## src/rtl/mem_ctrl.sv

```systemverilog
// Load/store controller between the CPU load/store unit and a 1-cycle-latency
// word-addressed memory port; sub-word stores are read-modify-write.
module mem_ctrl #(
  parameter int unsigned DEPTH = 1024,
  parameter int unsigned AW    = 10
) (
  input  logic          clock,
  input  logic          reset,
  input  logic          req_valid,
  output logic          req_ready,
  input  logic          req_we,
  input  logic [1:0]    req_size,
  input  logic          req_unsigned,
  input  logic [31:0]   req_addr,
  input  logic [31:0]   req_wdata,
  output logic          resp_valid,
  input  logic          resp_ready,
  output logic [31:0]   resp_rdata,
  output logic          resp_err,
  output logic          mem_rw,
  output logic [AW-1:0] mem_ain,
  output logic [31:0]   mem_din,
  input  logic [31:0]   mem_dout
);

  localparam logic [31:0] ADDR_LIMIT = 32'(4 * DEPTH);

  typedef enum logic [2:0] {IDLE, RD, RDW, WR, RESP, ERR} state_t;

  // Only the request fields still needed after acceptance are kept.
  typedef struct packed {
    logic        we;
    logic [1:0]  size;
    logic        uns;
    logic [1:0]  lane;
    logic [15:0] wdata;
  } req_t;

  state_t        state, state_d;
  req_t          req_q, req_d;
  logic [AW-1:0] ain_q, ain_d;
  logic [31:0]   din_q, din_d;
  logic [31:0]   rdata_q, rdata_d;
  logic          resp_valid_q, resp_err_q;
  logic          bad_c;
  logic [7:0]    byte_c;
  logic [15:0]   half_c;
  logic [31:0]   load_c, merge_c;

  assign bad_c = (req_size == 2'd3)
               | ((req_size == 2'd1) & req_addr[0])
               | ((req_size == 2'd2) & (|req_addr[1:0]))
               | (req_addr >= ADDR_LIMIT);

  // Lane extraction / extension for loads and lane merge for sub-word stores.
  always_comb begin
    byte_c  = mem_dout[{req_q.lane, 3'b000} +: 8];
    half_c  = mem_dout[{req_q.lane[1], 4'b0000} +: 16];
    load_c  = mem_dout;
    merge_c = mem_dout;
    case (req_q.size)
      2'd0: begin
        load_c = req_q.uns ? {24'd0, byte_c} : {{24{byte_c[7]}}, byte_c};
        merge_c[{req_q.lane, 3'b000} +: 8] = req_q.wdata[7:0];
      end
      2'd1: begin
        load_c = req_q.uns ? {16'd0, half_c} : {{16{half_c[15]}}, half_c};
        merge_c[{req_q.lane[1], 4'b0000} +: 16] = req_q.wdata;
      end
      default: ;
    endcase
  end

  always_comb begin
    state_d = state;
    req_d   = req_q;
    ain_d   = ain_q;
    din_d   = din_q;
    rdata_d = rdata_q;
    case (state)
      IDLE: begin
        if (req_valid) begin
          req_d   = '{we: req_we, size: req_size, uns: req_unsigned,
                      lane: req_addr[1:0], wdata: req_wdata[15:0]};
          ain_d   = req_addr[AW+1:2];
          rdata_d = '0;
          if (bad_c) begin
            state_d = ERR;
          end else if (req_we && req_size == 2'd2) begin
            din_d   = req_wdata;
            state_d = WR;
          end else begin
            state_d = RD;
          end
        end
      end
      RD:  state_d = RDW;
      RDW: begin
        if (req_q.we) begin
          din_d   = merge_c;
          state_d = WR;
        end else begin
          rdata_d = load_c;
          state_d = RESP;
        end
      end
      WR:        state_d = RESP;
      RESP, ERR: if (resp_ready) state_d = IDLE;
      default:   state_d = IDLE;
    endcase
  end

  always_ff @(posedge clock or posedge reset) begin
    if (reset) begin
      state        <= IDLE;
      req_q        <= '0;
      ain_q        <= '0;
      din_q        <= '0;
      rdata_q      <= '0;
      resp_valid_q <= 1'b0;
      resp_err_q   <= 1'b0;
    end else begin
      state        <= state_d;
      req_q        <= req_d;
      ain_q        <= ain_d;
      din_q        <= din_d;
      rdata_q      <= rdata_d;
      resp_valid_q <= (state_d == RESP) || (state_d == ERR);
      resp_err_q   <= (state_d == ERR);
    end
  end

  // Handshake ready and write strobe follow the state register directly.
  assign req_ready  = (state == IDLE);
  assign mem_rw     = (state == WR);
  assign mem_ain    = ain_q;
  assign mem_din    = din_q;
  assign resp_valid = resp_valid_q;
  assign resp_err   = resp_err_q;
  assign resp_rdata = rdata_q;

endmodule

```

## config.mk

```make
export PLATFORM = sky130hd
export DESIGN_NAME = mem_ctrl
export DESIGN_NICKNAME = d
export VERILOG_FILES = /design/src/rtl/mem_ctrl.sv
export SDC_FILE = /design/constraint.sdc
export NUM_CORES = 1
export LEC_CHECK = 0
export BUFFER_PORTS_ARGS = -buffer_cell sky130_fd_sc_hd__buf_2
export CORE_MARGIN = 2
export CORE_UTILIZATION = 40
export DETAILED_ROUTE_END_ITERATION = 8
export GPL_TIMING_DRIVEN = 0
export PLACE_DENSITY_LB_ADDON = 0.15
export SYNTH_ARGS = -nofsm -noshare
export SYNTH_HDL_FRONTEND = slang
export SYNTH_SLANG_ARGS = --single-unit
```

## constraint.sdc

```tcl
create_clock -name clock -period 8.7 [get_ports clock]
set_input_delay 1.305 -clock clock [delete_from_list [all_inputs] [get_ports clock]]
set_output_delay 1.305 -clock clock [all_outputs]
set_load 0.02 [all_outputs]
```

==> impl_metrics.env, run 1 <==
export IMPL_antennaDiodeCount=0
export IMPL_finalWorstPathRequiredPeriod_ns=3.06
export IMPL_wl_per_cell_um=21.5
export IMPL_yosys_warnings=0
export IMPL_fin_crit_sh_pct=35.2
export IMPL_run_status="completed"
export IMPL_finalNetCount=863
export IMPL_cts_tree="done"
export IMPL_filler_cell_count=1376
export IMPL_yosysUniqueCellTypes=56
export IMPL_worst_pin_slew_ns=0.836
export IMPL_seq_area_frac_synth_pct=43.0
export IMPL_dr_pass1_iters=6
export IMPL_place_hpwl_mm=15.8
export IMPL_drt_iter0_drc=472
export IMPL_fmax_mhz=327
export IMPL_crit_arrival_ns=3.36
export IMPL_die_w_um=125
export IMPL_synth_cells=561
export IMPL_top_layer="met4"
export IMPL_cts_setup_buffers=0
export IMPL_syn_cell_area_um2=5880
export IMPL_ant_nets=0
export IMPL_io_pins=182
export IMPL_clock_skew_final_ns=0.00738
export IMPL_syn2layout_area_growth_pct=24.7
export IMPL_critical_path_required_ns=9.00
export IMPL_rsz0062_at_grt="no"
export IMPL_hold_violations=0
export IMPL_finalWeightedCongestion=0.926
export IMPL_avgSynthCellArea_um2=10.5
export IMPL_grt_first_pass_wirelength_mm=31.1
export IMPL_syn_nets=670
export IMPL_clkLatencyLatePin_ns=0.36
export IMPL_grt_use_total_pct=25.8
export IMPL_hp_class="reg2reg"
export IMPL_critPathMaxFanout=10
export IMPL_crit_chain="buf_2, inv_1, ha_1, nor3b_1, and3_1, o21ai_0, a31oi_1, mux2_4"
export IMPL_cts_repair_resized=0
export IMPL_vias_per_cell=5.82
export IMPL_core_um2=14400
export IMPL_wirelength_mm=20.2
export IMPL_synth_seq_cells=101
export IMPL_p_total_mw=2.79
export IMPL_fin_tns_setup_ns=0
export IMPL_cpPeakStageDelay_ns=0.71
export IMPL_r2r_cells=8
export IMPL_wl_met1_mm=8.83
export IMPL_fin_ws_ns=5.64
export IMPL_clk_path_buf_depth=2
export IMPL_path_class="reg2reg"
export IMPL_synth_edf_count=0
export IMPL_end_kind="register"
export IMPL_drc=0
export IMPL_setup_viol=0
export IMPL_holdPathStages=2
export IMPL_preCtsSetupSlack_ns=5.67
export IMPL_fp_dieArea_um2=15700
export IMPL_grt_pass1_vias=5483
export IMPL_final_max_slew_violation_count=0
export IMPL_grt_max_degree=55
export IMPL_numCtsBuffers=9
export IMPL_h_tree_depth=3
export IMPL_slowest_stage="nor3b_1"
export IMPL_fp_dieH_um=125
export IMPL_cts_clk_slew_worst_paths_ns=0.07
export IMPL_cts_root_buffer="clkbuf_16"
export IMPL_drive_gt1_share_pct=40.0
export IMPL_vias=5487
export IMPL_power_density_nw_per_um2=380
export IMPL_cp_depth=8
export IMPL_crit_family="simple AND/OR/NAND/NOR gates"
export IMPL_initial_core_util_pct=40.8
export IMPL_path_buf_inv=2
export IMPL_wl_met3_mm=1.44
export IMPL_cts_hold_buf=0
export IMPL_io_buffer_count=181
export IMPL_max_cap_violations=0
export IMPL_rows=44
export IMPL_antenna_found_initial=0
export IMPL_slew_headroom_pct=44.1
export IMPL_grt_ovfl_total=0
export IMPL_synth_top_flop_cell="dfrtp_1"
export IMPL_async_reset_ff_share_pct=100
export IMPL_crit_path_start_kind="register"
export IMPL_ir_drop_mv=0.144
export IMPL_wl_met2_mm=9.44
export IMPL_cts_sinks=101
export IMPL_leakagePower_nw=3.61
## placed cells by master (no fill, tap or decap), drive strengths merged, types with 2 or more instances in the layout
cell	count
buf	213
dfrtp	101
mux2	59
nor2	44
o21ai	42
nand2	40
clkbuf	20
a221o	19
a22oi	19
inv	19
nor2b	18
a31oi	18
a21oi	16
o22ai	14
and3	12
nand2b	10
a22o	9
a222oi	7
mux4	7
a221oi	7
nor4	7
a2bb2oi	6
o2bb2ai	6
ha	5
nand4	4
a21o	4
nor3b	4
and2	3
mux2i	3
clkinv	3
nor3	3
or3	2
a21boi	2
or2	2
## layer usage
layer  vias to the layer above  track usage (%)
met5                         -                0
met4                         0             9.28
met3                        34             5.78
met2                       262             41.2
met1                      2694             34.6
li1                       2497                -
## synthesized netlist by cell type, types with 2 or more instances
| master | instances | area [µm²] |
|---|---|---|
| mux2i_1 | 3 | 30.0 |
| a21o_1 | 4 | 30.0 |
| buf_2 | 24 | 120 |
| a221o_1 | 19 | 190 |
| ha_1 | 5 | 62.6 |
| nor3b_1 | 3 | 22.5 |
| inv_1 | 16 | 60.1 |
| a22oi_1 | 19 | 143 |
| and2_1 | 3 | 18.8 |
| a22o_1 | 9 | 78.8 |
| and3_1 | 12 | 75.1 |
| a31oi_1 | 18 | 113 |
| mux2_2 | 29 | 327 |
| o21ai_0 | 28 | 140 |
| nor4_4 | 2 | 42.5 |
| a222oi_1 | 7 | 70.1 |
| nand4_1 | 4 | 25.0 |
| nor4_2 | 2 | 25.0 |
| nand2_1 | 40 | 150 |
| clkbuf_1 | 11 | 41.3 |
| nor2_1 | 44 | 165 |
| or3_1 | 2 | 12.5 |
| o21ai_1 | 14 | 70.1 |
| a21oi_1 | 15 | 75.1 |
| a221oi_1 | 7 | 61.3 |
| mux2_4 | 30 | 450 |
| mux4_2 | 7 | 158 |
| nand2b_1 | 9 | 56.3 |
| buf_1 | 3 | 11.3 |
| o22ai_1 | 14 | 87.6 |
| o2bb2ai_1 | 6 | 52.6 |
| nor3_1 | 2 | 10.0 |
| buf_6 | 3 | 33.8 |
| nor2b_1 | 18 | 113 |
| nor4_1 | 3 | 18.8 |
| dfrtp_1 | 101 | 2530 |
| a2bb2oi_1 | 6 | 52.6 |
## state kept, by name, summed over array words and instances (netlist names)
register / count
resp_rdata: 32
mem_ain: 10
state: 3
resp_err: 1
resp_valid: 1
req_q: 22
mem_din: 32
## final timing paths
kind / startpoint / to / slack [ns]
min in group asynchronous: reset / mem_din[7] / 1.03
max reg2reg: req_q[16] / mem_din[22] / 5.64
max in group asynchronous: reset / resp_rdata[1] / 6.99
min: resp_rdata[0] / resp_rdata[0] / 0.49
min reg2reg: resp_rdata[0] / resp_rdata[0] / 0.49
max: req_q[16] / mem_din[22] / 5.64
## final cells by class
type	count	area, µm²	share of cell area [%]
repair buffers	182	933	12.7
clock inverters	6	62.6	0.853
well taps	184	230	3.14
multi-input cells	401	3080	42.0
clock buffers	9	225	3.07
flip-flops and latches	101	2530	34.4
plain buffers	42	214	2.92
inverters	17	66.3	0.904
## power by group
part	switching, mW	internal (mW)	total (mW)	leakage (nW)
Combinational	0.900	0.627	1.53	2.21
Sequential	0.172	0.687	0.860	1.25
Clock	0.182	0.222	0.404	0.146
Total	1.25	1.54	2.79	3.61
## through the flow
stage	std cells	utilization, %	cell area (µm²)	hold slack [ns]
floorplan	561	-	5880	0.482
global placement	926	48.7	7020	0.462
detailed placement	927	48.9	7050	0.460
CTS	942	50.9	7340	0.483
global route	942	50.9	7340	0.510
finish	942	50.9	7340	0.485
## kinds of logic (layout without fill, tap and decap cells)
logic type               Yosys count  count (layout)  share of synthesized area (%)
adder cells (fa/ha/maj)            5               5                           1.06
multiplexers                      69              69                           16.4
buffers and inverters             59             256                           4.72
AO/OA/AOI/OAI                    172             172                           20.7
flip-flops                       101             101                           43.0
AND/OR/NAND/NOR                  155             155                           14.2
## worst register-to-register path, stage by stage, from the launching register on
cell and delay, ns:
dfrtp_1 0.48, buf_2 0.36, inv_1 0.19, ha_1 0.39, nor3b_1 0.71, and3_1 0.24, o21ai_0 0.08, a31oi_1 0.34
mux2_4 0.21
Power figures use the tool's default switching activity.
==> run 2, diff against run 1 <==
- ABC_AREA: default -> 1
- clock period: 8.7 -> 2.55 ns (I/O delays scaled with it)
==> impl_metrics.env, run 2 <==
export IMPL_run_status="completed"
export IMPL_drt_iter0_drc=431
export IMPL_clkLatencyLatePin_ns=0.36
export IMPL_drive_gt1_share_pct=23.2
export IMPL_finalWorstPathRequiredPeriod_ns=2.39
export IMPL_vias=7198
export IMPL_grt_max_degree=41
export IMPL_cp_depth=10
export IMPL_clock_skew_final_ns=0.00811
export IMPL_hp_class="in2async"
export IMPL_syn_cell_area_um2=6540
export IMPL_synthTopCellsByCount="nand2_1 (384), dfrtp_1 (101), a21oi_1 (83)"
export IMPL_place_area_um2=7760
export IMPL_fin_ws_ns=0.164
export IMPL_critical_path_required_ns=2.85
export IMPL_crit_arrival_ns=2.69
export IMPL_dr_pass1_iters=5
export IMPL_final_common_cell="nand2_1"
export IMPL_slowest_stage="dfrtp_1"
export IMPL_vias_per_cell=5.16
export IMPL_cts_hold_buf=0
export IMPL_ir_drop_mv=0.492
export IMPL_fin_tns_setup_ns=0
export IMPL_path_class="reg2reg"
export IMPL_crit_family="simple AND/OR/NAND/NOR gates"
export IMPL_fp_dieArea_um2=17400
export IMPL_cts_root_buffer="clkbuf_16"
export IMPL_core_um2=15900
export IMPL_finalWeightedCongestion=0.981
export IMPL_synth_seq_cells=101
export IMPL_post_route_util_pct=50.6
export IMPL_hold_violations=0
export IMPL_synth_edf_count=0
export IMPL_grt_pass1_vias=6926
export IMPL_end_kind="register"
export IMPL_syn2layout_area_growth_pct=23.2
export IMPL_max_cap_violations=0
export IMPL_initial_core_util_pct=41.0
export IMPL_crit_chain="inv_4, ha_1, inv_1, nand2_1, nor2_2, nand2_1, nand3_1, o21a_1, nand3_1, nand2_1"
export IMPL_wirelength_mm=24.4
export IMPL_synth_area_leaders="dfrtp_1 (39%), nand2_1 (22%), a21oi_1 (6.3%)"
export IMPL_cts_sinks=101
export IMPL_finalNetCount=1283
export IMPL_synth_top_area_cell="dfrtp_1"
export IMPL_grt_first_pass_wirelength_mm=38.4
export IMPL_yosys_warnings=0
export IMPL_grt_ovfl_total=0
export IMPL_numCtsBuffers=9
export IMPL_io_pins=182
export IMPL_final_max_slew_violation_count=0
export IMPL_critPathMaxFanout=20
export IMPL_path_common_cell="nand2_1"
export IMPL_grt_use_total_pct=28.3
export IMPL_p_total_mw=10.3
export IMPL_preCtsSetupSlack_ns=-0.426
export IMPL_path_buf_inv=2
export IMPL_seq_area_frac_synth_pct=38.6
export IMPL_yosysUniqueCellTypes=37
export IMPL_rsz0062_at_grt="no"
export IMPL_leakagePower_nw=4.42
export IMPL_place_hpwl_mm=19.5
export IMPL_r2r_cells=10
export IMPL_cts_clk_slew_worst_paths_ns=0.07
export IMPL_fp_dieH_um=132
export IMPL_power_density_nw_per_um2=1280
export IMPL_worst_pin_slew_ns=0.582
export IMPL_synth_top_cell_area_share_pct=38.6
export IMPL_async_reset_ff_share_pct=100
export IMPL_final_cell_mix="nand2_1 (384), buf_2 (204), dfrtp_1 (101), a21oi_1 (83), o21ai_0 (75)"
export IMPL_die_w_um=132
export IMPL_ant_nets=0
export IMPL_setup_viol=0
export IMPL_drc=0
export IMPL_cts_tree="done"
export IMPL_fmax_mhz=419
export IMPL_syn_nets=1090
export IMPL_synth_top_flop_cell="dfrtp_1"
export IMPL_crit_path_start_kind="register"
export IMPL_synth_cells=981
export IMPL_rows=46
export IMPL_slew_headroom_pct=61.2
export IMPL_clk_path_buf_depth=2
export IMPL_wl_per_cell_um=17.5
export IMPL_antennaDiodeCount=0
export IMPL_final_area_um2=8060
export IMPL_cpPeakStageDelay_ns=0.55
export IMPL_io_buffer_count=181
export IMPL_synth_most_common_cell="nand2_1"
export IMPL_avgSynthCellArea_um2=6.67
export IMPL_h_tree_depth=3
export IMPL_fin_crit_sh_pct=93.6
export IMPL_cts_setup_buffers=0
export IMPL_antenna_found_initial=1
run 2: repair_timing:
item | 4_1_cts | 5_1_grt
cloned | 0 | 0
hold endpoints to repair | 0 | 0
gates resized for setup | 1 | 3
endpoints found under the setup margin | 32 | 17
run 2: stage by stage:
step / hold WS [ns] / instances
2_1_floorplan: 0.475 / 981
3_3_place_gp: 0.450 / 1378
3_5_place_dp: 0.453 / 1380
4_1_cts: 0.0788 / 1395
5_1_grt: 0.111 / 1395
6_report: 0.0701 / 1395
run 2: worst paths after layout:
kind                             startpoint          end  slack, ns
worst max-delay path              req_q[17]  mem_din[31]       0.16
worst min-delay path                  reset  mem_din[18]       0.07
worst max register to register    req_q[17]  mem_din[31]       0.16
worst min register to register  mem_din[15]  mem_din[15]       0.47
max in group asynchronous             reset     req_q[7]       1.89
min in group clock              req_addr[6]   mem_ain[4]       0.22
run 2: final cells by class:
type	count	area (µm²)
Timing Repair Buffer	183	946
Multi-Input combinational cell	743	3400
Clock inverter	5	41.3
Sequential cell	101	2530
Fill cell	1726	7880
Buffer	52	302
Inverter	84	324
Tap cell	216	270
Clock buffer	11	253
run 2: metal layers:
layer	vias to the layer above	track usage [%]	part of all wire, %
li1	3536	-	-
met1	3348	38.7	45
met2	271	44.5	45
met3	43	5.38	6.6
met4	0	10.9	3.5
met5	-	0	0
run 2: cell families (layout without fill, tap and decap cells):
group / after synthesis / in the layout / synth area share, %
AOI/OAI and AO/OA: 209 / 209 / 17.7
and+or+nand+nor: 529 / 529 / 33.2
adders and majority gates: 5 / 5 / 0.956
buffers and inverters: 137 / 335 / 9.49
DFF: 101 / 101 / 38.6
run 2: power breakdown:
group	internal, mW	switching (mW)
Combinational	1.91	4.27
Clock	0.725	0.653
Sequential	2.29	0.493
Total	4.93	5.42
==> run 3, diff against run 2 <==
- CTS_BUF_LIST: default -> sky130_fd_sc_hd__clkbuf_4
- SLEW_MARGIN: default -> 40
==> impl_metrics.env, run 3 (synthesis results as in run 2) <==
export IMPL_fmax_mhz=427
export IMPL_place_hpwl_mm=19.7
export IMPL_path_common_cell="nand3_1"
export IMPL_dr_pass1_iters=6
export IMPL_fp_dieArea_um2=17400
export IMPL_drc=0
export IMPL_max_cap_violations=0
export IMPL_hp_class="in2reg"
export IMPL_final_area_um2=8000
export IMPL_r2r_end="mem_din[8]"
export IMPL_vias=7177
export IMPL_r2r_cells=12
export IMPL_final_max_slew_violation_count=0
export IMPL_vias_per_cell=5.13
export IMPL_initial_core_util_pct=41.0
export IMPL_worst_pin_slew_ns=0.593
export IMPL_cpPeakStageDelay_ns=0.42
export IMPL_end_kind="register"
export IMPL_finalWeightedCongestion=0.981
export IMPL_grt_pass1_vias=6879
export IMPL_place_area_um2=7820
export IMPL_rsz0062_at_grt="no"
export IMPL_drive_gt1_share_pct=23.4
export IMPL_crit_chain="clkbuf_2, inv_2, ha_1, buf_2, inv_1, buf_4, nand3_1, o21ai_0, a21oi_1, nor2_1, nand3_1, nand2_1"
export IMPL_clock_skew_final_ns=0.0238
export IMPL_fp_dieH_um=132
export IMPL_setup_viol=0
export IMPL_worstHoldEndpoint="mem_ain[3]"
export IMPL_die_w_um=132
export IMPL_crit_path_start_kind="register"
export IMPL_cts_setup_buffers=0
export IMPL_final_common_cell="nand2_1"
export IMPL_post_route_util_pct=50.2
export IMPL_hold_start="req_addr[5]"
export IMPL_wl_per_cell_um=17.4
export IMPL_run_status="completed"
export IMPL_grt_first_pass_wirelength_mm=38.5
export IMPL_slew_headroom_pct=60.5
export IMPL_ant_nets=0
export IMPL_antenna_found_initial=2
export IMPL_clk_path_buf_depth=2
export IMPL_rows=46
export IMPL_cts_root_buffer="clkbuf_4"
export IMPL_wirelength_mm=24.3
export IMPL_path_class="reg2reg"
export IMPL_cts_clk_slew_worst_paths_ns=0.16
export IMPL_io_buffer_count=181
export IMPL_r2r_start="req_q[16]"
export IMPL_finalWorstPathRequiredPeriod_ns=2.34
export IMPL_drt_iter0_drc=454
export IMPL_grt_use_total_pct=28.4
export IMPL_io_pins=182
export IMPL_power_density_nw_per_um2=1240
export IMPL_numCtsBuffers=9
export IMPL_syn2layout_area_growth_pct=22.2
export IMPL_core_um2=15900
export IMPL_critPathMaxFanout=12
export IMPL_grt_ovfl_total=0
export IMPL_hold_violations=0
export IMPL_finalNetCount=1286
export IMPL_ir_drop_mv=0.540
export IMPL_clkLatencyLatePin_ns=0.50
export IMPL_fin_crit_sh_pct=91.9
export IMPL_h_tree_depth=3
export IMPL_cts_tree="done"
export IMPL_slowest_stage="dfrtp_1"
export IMPL_final_cell_mix="nand2_1 (384), buf_2 (204), dfrtp_1 (100), a21oi_1 (83), o21ai_0 (74)"
export IMPL_leakagePower_nw=4.39
export IMPL_crit_arrival_ns=2.79
export IMPL_r2r_setup_slack_ns=0.21
export IMPL_holdPathStages=3
export IMPL_critical_path_required_ns=3.00
export IMPL_grt_max_degree=25
export IMPL_cts_sinks=101
-- run 3: cell count changes in the layout (fill, tap and decap cells not counted), sizes merged --
cell         before  now
inv              85   83
clkinvlp          3    1
buf             221  223
clkinv            1    2
bufinv            0    2
dlygate4sd3       0    1
diode             0    2
-- run 3: how the worst max path moves through the flow --
| stage | startpoint | to | cells after the start |
|---|---|---|---|
| 6_report | req_q[16] | mem_din[8] | 12 |
| 5_1_grt | req_q[16] | mem_din[8] | 12 |
| 4_1_cts | req_q[17] | mem_din[27] | 10 |
| 3_5_place_dp | req_q[17] | mem_din[31] | 11 |
| 3_3_place_gp | req_q[17] | mem_din[31] | 11 |
| 2_1_floorplan | req_q[17] | mem_din[29] | 11 |
-- run 3: through the flow --
step	setup TNS [ns]	cells	setup WS, ns	power (mW)	hold WS [ns]
floorplan	0	981	0.428	6.87	0.475
global placement	-5.88	1378	-0.438	8.88	0.450
detailed placement	-7.12	1382	-0.468	8.94	0.420
CTS	0	1397	0.0684	9.92	0.0400
global route	0	1398	0.0101	10.8	0.0572
finish	0	1399	0.206	9.94	0.0683
-- run 3: what timing repair did --
action                     4_1_cts  5_1_grt
resized for setup                1        6
hold buffers                     1        0
hold endpoints to repair        14        0
pin swaps                        0        0
setup endpoints to repair       32       19
-- run 3: power breakdown --
| part | total [mW] | switching (mW) | internal, mW |
|---|---|---|---|
| sequential | 2.79 | 0.499 | 2.29 |
| combinational | 6.19 | 4.27 | 1.92 |
| clock | 0.966 | 0.551 | 0.415 |
| total | 9.94 | 5.32 | 4.62 |
-- run 3: metal layers --
layer | track usage, % | up-vias | part of all wire [%] | wire, µm
met3 | 4.88 | 44 | 7.2 | 1740
li1 | - | 3537 | - | -
met5 | 0 | - | 0 | 0
met4 | 11.4 | 0 | 3.3 | 796
met1 | 39.1 | 3285 | 45 | 10800
met2 | 44.4 | 311 | 45 | 10900
-- run 3: final cells by class --
class                   count  area [µm²]
diodes                      2        5.00
plain buffers              52         302
clock buffers              11        82.6
clock inverters             4        73.8
fillers                  1751        7950
inverters                  84         322
multi-input cells         743        3400
flip-flops and latches    101        2530
well taps                 216         270
repair buffers            186        1010
-- run 3: worst max-delay path: cells and delay by family (launching register included) --
family | cells | cell delay [ns]
compound gates | 2 | 0.28
fa+ha+maj | 1 | 0.22
buf+inv | 5 | 0.88
flops | 1 | 0.42
simple gates | 4 | 0.50
